--- config.mk ---
export PLATFORM = sky130hd
export DESIGN_NAME = l15_req_sched_flat
export DESIGN_NICKNAME = d
export VERILOG_FILES = /design/src/rtl/l15_sched_pkg.sv /design/src/rtl/l15_req_sched_if.sv /design/src/rtl/l15_req_sched_arb.sv /design/src/rtl/l15_req_sched.sv /design/src/flat_wrapper.sv
export SDC_FILE = /design/constraint.sdc
export NUM_CORES = 1
export LEC_CHECK = 0
export BUFFER_PORTS_ARGS = -buffer_cell sky130_fd_sc_hd__buf_4
export CORE_AREA = 4 4 208 210
export CTS_CLUSTER_DIAMETER = 50
export DETAILED_ROUTE_END_ITERATION = 16
export DIE_AREA = 0 0 212 214
export MAX_ROUTING_LAYER = met4
export PLACE_DENSITY = 0.5
export SYNTH_ARGS = -nofsm -noshare
export SYNTH_HDL_FRONTEND = slang
export SYNTH_SLANG_ARGS = --single-unit
--- constraint.sdc ---
create_clock -name clk_i -period 3.6 [get_ports clk_i]
set_clock_uncertainty 0.15 [all_clocks]
set_input_delay 0.18 -clock clk_i [delete_from_list [all_inputs] [get_ports clk_i]]
set_output_delay 0.18 -clock clk_i [all_outputs]
set_load 0.05 [all_outputs]
--- src/rtl/l15_sched_pkg.sv ---
// Shared types and constants for the L1.5 request scheduler.
// Requester indices, FSM states and the request payload record.
package l15_sched_pkg;

    localparam int L15_NUM_REQ        = 3;
    localparam int L15_ADDR_W         = 64;
    localparam int L15_DATA_W         = 64;
    localparam int L15_TID_W          = 2;
    localparam int L15_MAX_OUT_STORES = 7;

    localparam int REQ_ICACHE = 0;
    localparam int REQ_DLOAD  = 1;
    localparam int REQ_DSTORE = 2;

    typedef enum logic {
        IDLE = 1'b0,
        SEND = 1'b1
    } sched_state_e;

    typedef struct packed {
        logic [L15_ADDR_W-1:0] addr;
        logic [L15_DATA_W-1:0] data;
        logic                  store;
        logic [L15_TID_W-1:0]  tid;
    } l15_req_t;

    function automatic int next_idx(input int idx, input int n);
        return (idx + 1) % n;
    endfunction

endpackage

--- src/rtl/l15_req_sched_if.sv ---
// Bundle of the requester-side and L1.5-side signals of the scheduler.
// Signal names are written from the scheduler's point of view.
interface l15_req_sched_if #(
    parameter int NUM_REQ        = 3,
    parameter int ADDR_W         = 64,
    parameter int DATA_W         = 64,
    parameter int TID_W          = 2,
    parameter int MAX_OUT_STORES = 7
);
    localparam int SRC_W = $clog2(NUM_REQ);
    localparam int CNT_W = $clog2(MAX_OUT_STORES + 1);

    logic [NUM_REQ-1:0]        req_valid_i;
    logic [NUM_REQ-1:0]        req_ready_o;
    logic [NUM_REQ-1:0]        req_is_store_i;
    logic [NUM_REQ*ADDR_W-1:0] req_addr_i;
    logic [NUM_REQ*DATA_W-1:0] req_data_i;
    logic [NUM_REQ*TID_W-1:0]  req_tid_i;
    logic                      l15_val_o;
    logic                      l15_ack_i;
    logic [ADDR_W-1:0]         l15_addr_o;
    logic [DATA_W-1:0]         l15_data_o;
    logic                      l15_store_o;
    logic [TID_W-1:0]          l15_tid_o;
    logic [SRC_W-1:0]          l15_src_o;
    logic                      store_ack_i;
    logic [CNT_W-1:0]          stores_out_o;
    logic                      busy_o;

    modport slave (
        input  req_valid_i, req_is_store_i, req_addr_i, req_data_i, req_tid_i,
        input  l15_ack_i, store_ack_i,
        output req_ready_o, l15_val_o, l15_addr_o, l15_data_o, l15_store_o,
        output l15_tid_o, l15_src_o, stores_out_o, busy_o
    );

    modport master (
        output req_valid_i, req_is_store_i, req_addr_i, req_data_i, req_tid_i,
        output l15_ack_i, store_ack_i,
        input  req_ready_o, l15_val_o, l15_addr_o, l15_data_o, l15_store_o,
        input  l15_tid_o, l15_src_o, stores_out_o, busy_o
    );

endinterface

--- src/rtl/l15_req_sched_arb.sv ---
// Combinational round-robin pick: first set request bit at or after the
// pointer, wrapping modulo N. One-hot grant plus the winning index.
module rr_arb_mask #(
    parameter int N  = 3,
    parameter int IW = 2
) (
    input  logic [N-1:0]  i_req,
    input  logic [IW-1:0] i_ptr,
    output logic [N-1:0]  o_gnt,
    output logic [IW-1:0] o_idx,
    output logic          o_any
);

    logic [IW-1:0] w_j;
    logic          w_found;

    always_comb begin
        o_gnt   = '0;
        o_idx   = '0;
        w_j     = '0;
        w_found = 1'b0;
        for (int k = 0; k < N; k++) begin
            w_j = IW'((int'(i_ptr) + k) % N);
            if (!w_found && i_req[w_j]) begin
                w_found   = 1'b1;
                o_gnt[w_j] = 1'b1;
                o_idx     = w_j;
            end
        end
        o_any = w_found;
    end

endmodule

--- src/rtl/l15_req_sched.sv ---
// Round-robin scheduler of L1 miss/store requests onto the L1.5 channel,
// with a credit counter bounding unacknowledged stores.
//   state | meaning
//   IDLE  | arbitrate eligible requesters, latch winner's payload
//   SEND  | present latched request to the L1.5 until l15_ack_i
module l15_req_sched
    import l15_sched_pkg::*;
#(
    parameter int NUM_REQ        = L15_NUM_REQ,
    parameter int ADDR_W         = L15_ADDR_W,
    parameter int DATA_W         = L15_DATA_W,
    parameter int TID_W          = L15_TID_W,
    parameter int MAX_OUT_STORES = L15_MAX_OUT_STORES
) (
    input  logic          clk_i,
    input  logic          rst_ni,
    l15_req_sched_if.slave bus
);

    localparam int IW = $clog2(NUM_REQ);
    localparam int CW = $clog2(MAX_OUT_STORES + 1);

    sched_state_e      r_state;
    logic [IW-1:0]     r_ptr;
    logic [CW-1:0]     r_cnt;
    logic              r_val;
    logic              r_busy;
    logic [ADDR_W-1:0] r_addr;
    logic [DATA_W-1:0] r_data;
    logic              r_store;
    logic [TID_W-1:0]  r_tid;
    logic [IW-1:0]     r_src;

    logic              w_full;
    logic [NUM_REQ-1:0] w_elig;
    logic [NUM_REQ-1:0] w_arb_req;
    logic [NUM_REQ-1:0] w_gnt;
    logic [IW-1:0]     w_idx;
    logic              w_any;
    logic              w_accept;
    logic              w_acc_store;
    logic [ADDR_W-1:0] w_addr;
    logic [DATA_W-1:0] w_data;
    logic [TID_W-1:0]  w_tid;

    // Eligibility looks only at the registered count, so a store_ack_i
    // frees a credit for arbitration one cycle later.
    assign w_full    = (r_cnt >= CW'(MAX_OUT_STORES));
    assign w_elig    = bus.req_valid_i & ~(bus.req_is_store_i & {NUM_REQ{w_full}});
    assign w_arb_req = (rst_ni && r_state == IDLE) ? w_elig : '0;

    rr_arb_mask #(.N(NUM_REQ), .IW(IW)) u_arb (
        .i_req (w_arb_req),
        .i_ptr (r_ptr),
        .o_gnt (w_gnt),
        .o_idx (w_idx),
        .o_any (w_any)
    );

    assign w_accept    = w_any;
    assign w_acc_store = w_accept && bus.req_is_store_i[w_idx];
    assign w_addr      = bus.req_addr_i[int'(w_idx)*ADDR_W +: ADDR_W];
    assign w_data      = bus.req_data_i[int'(w_idx)*DATA_W +: DATA_W];
    assign w_tid       = bus.req_tid_i[int'(w_idx)*TID_W +: TID_W];

    always_ff @(posedge clk_i) begin
        if (!rst_ni) begin
            r_state <= IDLE;
            r_ptr   <= '0;
            r_cnt   <= '0;
            r_val   <= 1'b0;
            r_busy  <= 1'b0;
            r_addr  <= '0;
            r_data  <= '0;
            r_store <= 1'b0;
            r_tid   <= '0;
            r_src   <= '0;
        end else begin
            case (r_state)
                IDLE: begin
                    if (w_accept) begin
                        r_state <= SEND;
                        r_val   <= 1'b1;
                        r_busy  <= 1'b1;
                        r_addr  <= w_addr;
                        r_data  <= w_data;
                        r_store <= bus.req_is_store_i[w_idx];
                        r_tid   <= w_tid;
                        r_src   <= w_idx;
                        r_ptr   <= IW'(next_idx(int'(w_idx), NUM_REQ));
                    end
                end
                SEND: begin
                    if (bus.l15_ack_i) begin
                        r_state <= IDLE;
                        r_val   <= 1'b0;
                        r_busy  <= 1'b0;
                    end
                end
            endcase

            // Accept and completion in the same cycle cancel out.
            case ({w_acc_store, bus.store_ack_i})
                2'b10:   r_cnt <= r_cnt + CW'(1);
                2'b01:   if (r_cnt != '0) r_cnt <= r_cnt - CW'(1);
                default: r_cnt <= r_cnt;
            endcase
        end
    end

    assign bus.req_ready_o  = w_gnt;
    assign bus.l15_val_o    = r_val;
    assign bus.busy_o       = r_busy;
    assign bus.l15_addr_o   = r_addr;
    assign bus.l15_data_o   = r_data;
    assign bus.l15_store_o  = r_store;
    assign bus.l15_tid_o    = r_tid;
    assign bus.l15_src_o    = r_src;
    assign bus.stores_out_o = r_cnt;

    a_store_ack_underflow: assert property (
        @(posedge clk_i) disable iff (!rst_ni) !(bus.store_ack_i && r_cnt == '0)
    ) else $error("store_ack_i with no outstanding stores");

endmodule
--- src/flat_wrapper.sv ---
// flat-port wrapper written by rule: the top's interface ports become plain ports
module l15_req_sched_flat import l15_sched_pkg::*;
#(
    parameter int NUM_REQ        = L15_NUM_REQ,
    parameter int ADDR_W         = L15_ADDR_W,
    parameter int DATA_W         = L15_DATA_W,
    parameter int TID_W          = L15_TID_W,
    parameter int MAX_OUT_STORES = L15_MAX_OUT_STORES
)
  (clk_i, rst_ni, bus_req_valid_i, bus_req_is_store_i, bus_req_addr_i, bus_req_data_i, bus_req_tid_i, bus_l15_ack_i, bus_store_ack_i, bus_req_ready_o, bus_l15_val_o, bus_l15_addr_o, bus_l15_data_o, bus_l15_store_o, bus_l15_tid_o, bus_l15_src_o, bus_stores_out_o, bus_busy_o);
  l15_req_sched_if #(.NUM_REQ(NUM_REQ), .ADDR_W(ADDR_W), .DATA_W(DATA_W), .TID_W(TID_W), .MAX_OUT_STORES(MAX_OUT_STORES)) bus_i ();
  input  logic clk_i;
  input  logic rst_ni;
  input wire logic [$bits(bus_i.req_valid_i)-1:0] bus_req_valid_i;
  input wire logic [$bits(bus_i.req_is_store_i)-1:0] bus_req_is_store_i;
  input wire logic [$bits(bus_i.req_addr_i)-1:0] bus_req_addr_i;
  input wire logic [$bits(bus_i.req_data_i)-1:0] bus_req_data_i;
  input wire logic [$bits(bus_i.req_tid_i)-1:0] bus_req_tid_i;
  input wire logic [$bits(bus_i.l15_ack_i)-1:0] bus_l15_ack_i;
  input wire logic [$bits(bus_i.store_ack_i)-1:0] bus_store_ack_i;
  output wire logic [$bits(bus_i.req_ready_o)-1:0] bus_req_ready_o;
  output wire logic [$bits(bus_i.l15_val_o)-1:0] bus_l15_val_o;
  output wire logic [$bits(bus_i.l15_addr_o)-1:0] bus_l15_addr_o;
  output wire logic [$bits(bus_i.l15_data_o)-1:0] bus_l15_data_o;
  output wire logic [$bits(bus_i.l15_store_o)-1:0] bus_l15_store_o;
  output wire logic [$bits(bus_i.l15_tid_o)-1:0] bus_l15_tid_o;
  output wire logic [$bits(bus_i.l15_src_o)-1:0] bus_l15_src_o;
  output wire logic [$bits(bus_i.stores_out_o)-1:0] bus_stores_out_o;
  output wire logic [$bits(bus_i.busy_o)-1:0] bus_busy_o;
  assign bus_i.req_valid_i = bus_req_valid_i;
  assign bus_i.req_is_store_i = bus_req_is_store_i;
  assign bus_i.req_addr_i = bus_req_addr_i;
  assign bus_i.req_data_i = bus_req_data_i;
  assign bus_i.req_tid_i = bus_req_tid_i;
  assign bus_i.l15_ack_i = bus_l15_ack_i;
  assign bus_i.store_ack_i = bus_store_ack_i;
  assign bus_req_ready_o = bus_i.req_ready_o;
  assign bus_l15_val_o = bus_i.l15_val_o;
  assign bus_l15_addr_o = bus_i.l15_addr_o;
  assign bus_l15_data_o = bus_i.l15_data_o;
  assign bus_l15_store_o = bus_i.l15_store_o;
  assign bus_l15_tid_o = bus_i.l15_tid_o;
  assign bus_l15_src_o = bus_i.l15_src_o;
  assign bus_stores_out_o = bus_i.stores_out_o;
  assign bus_busy_o = bus_i.busy_o;
  l15_req_sched #(.NUM_REQ(NUM_REQ), .ADDR_W(ADDR_W), .DATA_W(DATA_W), .TID_W(TID_W), .MAX_OUT_STORES(MAX_OUT_STORES)) u_core (.clk_i(clk_i), .rst_ni(rst_ni), .bus(bus_i));
endmodule
==> impl_metrics.json <==
{
  "syn_area_um2": 7450,
  "p_per_area_nw_per_um2": 588,
  "finalSetupViolCount": 0,
  "power.leakage_nw": 6.99,
  "yosysTopAreaCell": "dfxtp_1",
  "dpl.hpwl_um": 26500,
  "timing.fmax_mhz": 291,
  "num_rows": 75,
  "worst_setup_path_end_kind": "register",
  "clockRootBuffer": "clkbuf_16",
  "drtIter0Drc": 672,
  "cts_buffers": 17,
  "totalWireLength_um": 41800,
  "die_h_um": 214,
  "clk_path_buf_depth": 2,
  "worst_slew_pin_slew_ps": 617,
  "path_max_fanout": 60,
  "antenna_found_initial": 0,
  "grt_pass1_vias": 10800,
  "yosysMostFrequentCell": "nand2_1",
  "drive_gt1_frac": 0.335,
  "io_buffers": 540,
  "finalWorstPathRequiredPeriod_ps": 3440,
  "start_util": 0.179,
  "place.gp.congestion": 0.875,
  "postRouteAntennaNets": 0,
  "ys_types": 45,
  "die_w_um": 212,
  "drc": 0,
  "clock_latency_ps": 450,
  "slew_viol_final": 0,
  "die_area_um2": 45400,
  "synth-edff-count": 0,
  "start_kind": "register",
  "post-route-period-util": 0.956,
  "core_um2": 41600,
  "overflow": 0,
  "final_nets": 2206,
  "n_antenna_cell": 0,
  "finalHoldViolations": 0,
  "drv_cap": 0,
  "finalPower_mw": 9.01,
  "wl_per_cell_um": 17.8,
  "min_path_type": "in -> reg",
  "synthCells": 1068,
  "drt_pre_antenna_iters": 7,
  "areaGrowthSynthToFinish_pct": 106,
  "synthFlopType": "dfxtp_1",
  "grtUsageTotal": 0.166,
  "vias": 10900,
  "crit_required_ps": 3830,
  "synth_top_area_frac": 0.376,
  "ir_worst_vdd_mv": 0.293,
  "rsz0062_at_grt": "false",
  "grt_max_degree": 143,
  "cts_sinks": 140,
  "synth_fp_nets": 1474,
  "via_per_inst": 4.61,
  "ys_ff_latch": 140,
  "whs_path_depth": 5,
  "r2r_cells": 12,
  "grt_pass1_wl_um": 58400,
  "outcome": "complete, no violations",
  "setup.worst_path.class": "reg -> reg",
  "cp_data_arrival_time_ps": 3670,
  "yosysWarnings": 0,
  "htree_levels": 4,
  "clkTransAtPathRegs_ps": 70,
  "yosysSeqAreaShare": 0.376,
  "async_flop_share": 0,
  "cts_tree": "built",
  "fin_setup_tns_ps": 0,
  "avgSynthCellArea_um2": 6.98,
  "slew_headroom": 0.588,
  "synthTopCellsByCount": "nand2_1, nor2_1, dfxtp_1, a21oi_1, a311oi_1",
  "synthTopCellsByArea": "dfxtp_1, nand2_1, nor2_1",
  "pin_count": 541
}
-- per-layer routing --
| layer | routed length (µm) | vias up | GRT usage |
|---|---|---|---|
| li1 | - | 5196 | - |
| met1 | 17200 | 5047 | 0.194 |
| met2 | 20400 | 535 | 0.277 |
| met3 | 2970 | 72 | 0.0309 |
| met4 | 1290 | 0 | 0.0743 |
| met5 | 0 | - | - |
-- cell type report --
cell class | instances | area (µm²)
fill | 4246 | 26300
clock buffer | 24 | 512
timing repair buffer | 814 | 6920
clock inverter | 8 | 128
inverter | 11 | 48.8
tap | 539 | 674
multi-input combinational | 816 | 4230
sequential | 140 | 2800
-- worst max-delay path, stage by stage (launching register included) --
cell	delay [ps]
dfxtp_1	380
inv_1	80
ha_2	340
buf_4	160
nand2_1	90
o211ai_1	250
a221o_4	210
buf_6	400
nand2_1	180
a311oi_1	300
dlygate4sd3_1	590
a21oi_1	40
nor2_1	110
-- registers in the layout (all words and copies together) (netlist names) --
| signal | count |
|---|---|
| u_core.bus.stores_out_o | 3 |
| u_core.bus.l15_val_o | 1 |
| u_core.bus.l15_addr_o | 64 |
| u_core.r_ptr | 2 |
| u_core.bus.l15_src_o | 2 |
| u_core.bus.l15_data_o | 64 |
| u_core.bus.l15_store_o | 1 |
| u_core.bus.l15_tid_o | 2 |
| u_core.r_state | 1 |
-- stage by stage --
| step | cell area (µm²) | worst slack (ps) | std cells | hold WS, ps | utilization |
|---|---|---|---|---|---|
| finish | 15300 | 158 | 2352 | 43.7 | 0.368 |
| detailed placement | 12000 | 252 | 2064 | 228 | 0.289 |
| floorplan | 7450 | 129 | 1068 | 130 | - |
| global route | 15300 | 1.06 | 2352 | 42.0 | 0.368 |
| CTS | 15200 | 17.6 | 2347 | 0.281 | 0.365 |
| global placement | 12000 | 315 | 2064 | 229 | 0.289 |
-- logic make-up (layout without fill, tap and decap cells) --
| group | Yosys count | count (layout) | share of synthesized area |
|---|---|---|---|
| AOI/OAI and AO/OA | 284 | 284 | 0.268 |
| DFF | 140 | 140 | 0.376 |
| adders and majority gates | 6 | 6 | 0.0111 |
| buffers and inverters | 112 | 857 | 0.0628 |
| muxes | 8 | 8 | 0.0111 |
| and+or+nand+nor | 518 | 518 | 0.271 |
-- timing repair --
| item | CTS | global route |
|---|---|---|
| hold endpoints to repair | 134 | 0 |
| gates resized for setup | 0 | 7 |
| buffers inserted | 0 | 2 |
| endpoints found under the setup margin | 0 | 100 |
| hold buffers | 251 | 0 |
-- cell usage in the layout, fill, tap and decap left out, drive strengths merged, types with 6 or more instances in the layout --
cell type    instances
buf                560
nand2              278
dlygate4sd3        251
nor2               214
dfxtp              140
a21oi              136
a311oi              71
a221oi              61
clkbuf              27
inv                 13
nand4                6
mux2i                6
-- power breakdown --
group | switching [mW] | internal [mW] | leakage (nW) | total, mW
sequential | 0.222 | 1.90 | 1.15 | 2.12
combinational | 2.95 | 2.00 | 5.53 | 4.95
clock | 0.743 | 1.20 | 0.309 | 1.95
-- worst paths after layout --
check / startpoint / endpoint / slack (ps)
hold reg to reg: u_core.bus.l15_addr_o[63]$_SDFFE_PN0P_ / u_core.bus.l15_addr_o[63]$_SDFFE_PN0P_ / 340
setup / recovery: u_core.r_ptr[0]$_SDFFE_PN0P_ / u_core.bus.l15_data_o[36]$_SDFFE_PN0P_ / 160
hold / removal: bus_req_data_i[152] / u_core.bus.l15_data_o[24]$_SDFFE_PN0P_ / 40
setup reg to reg: u_core.r_ptr[0]$_SDFFE_PN0P_ / u_core.bus.l15_data_o[36]$_SDFFE_PN0P_ / 160
Note: power is estimated with default switching activity, not from simulation.
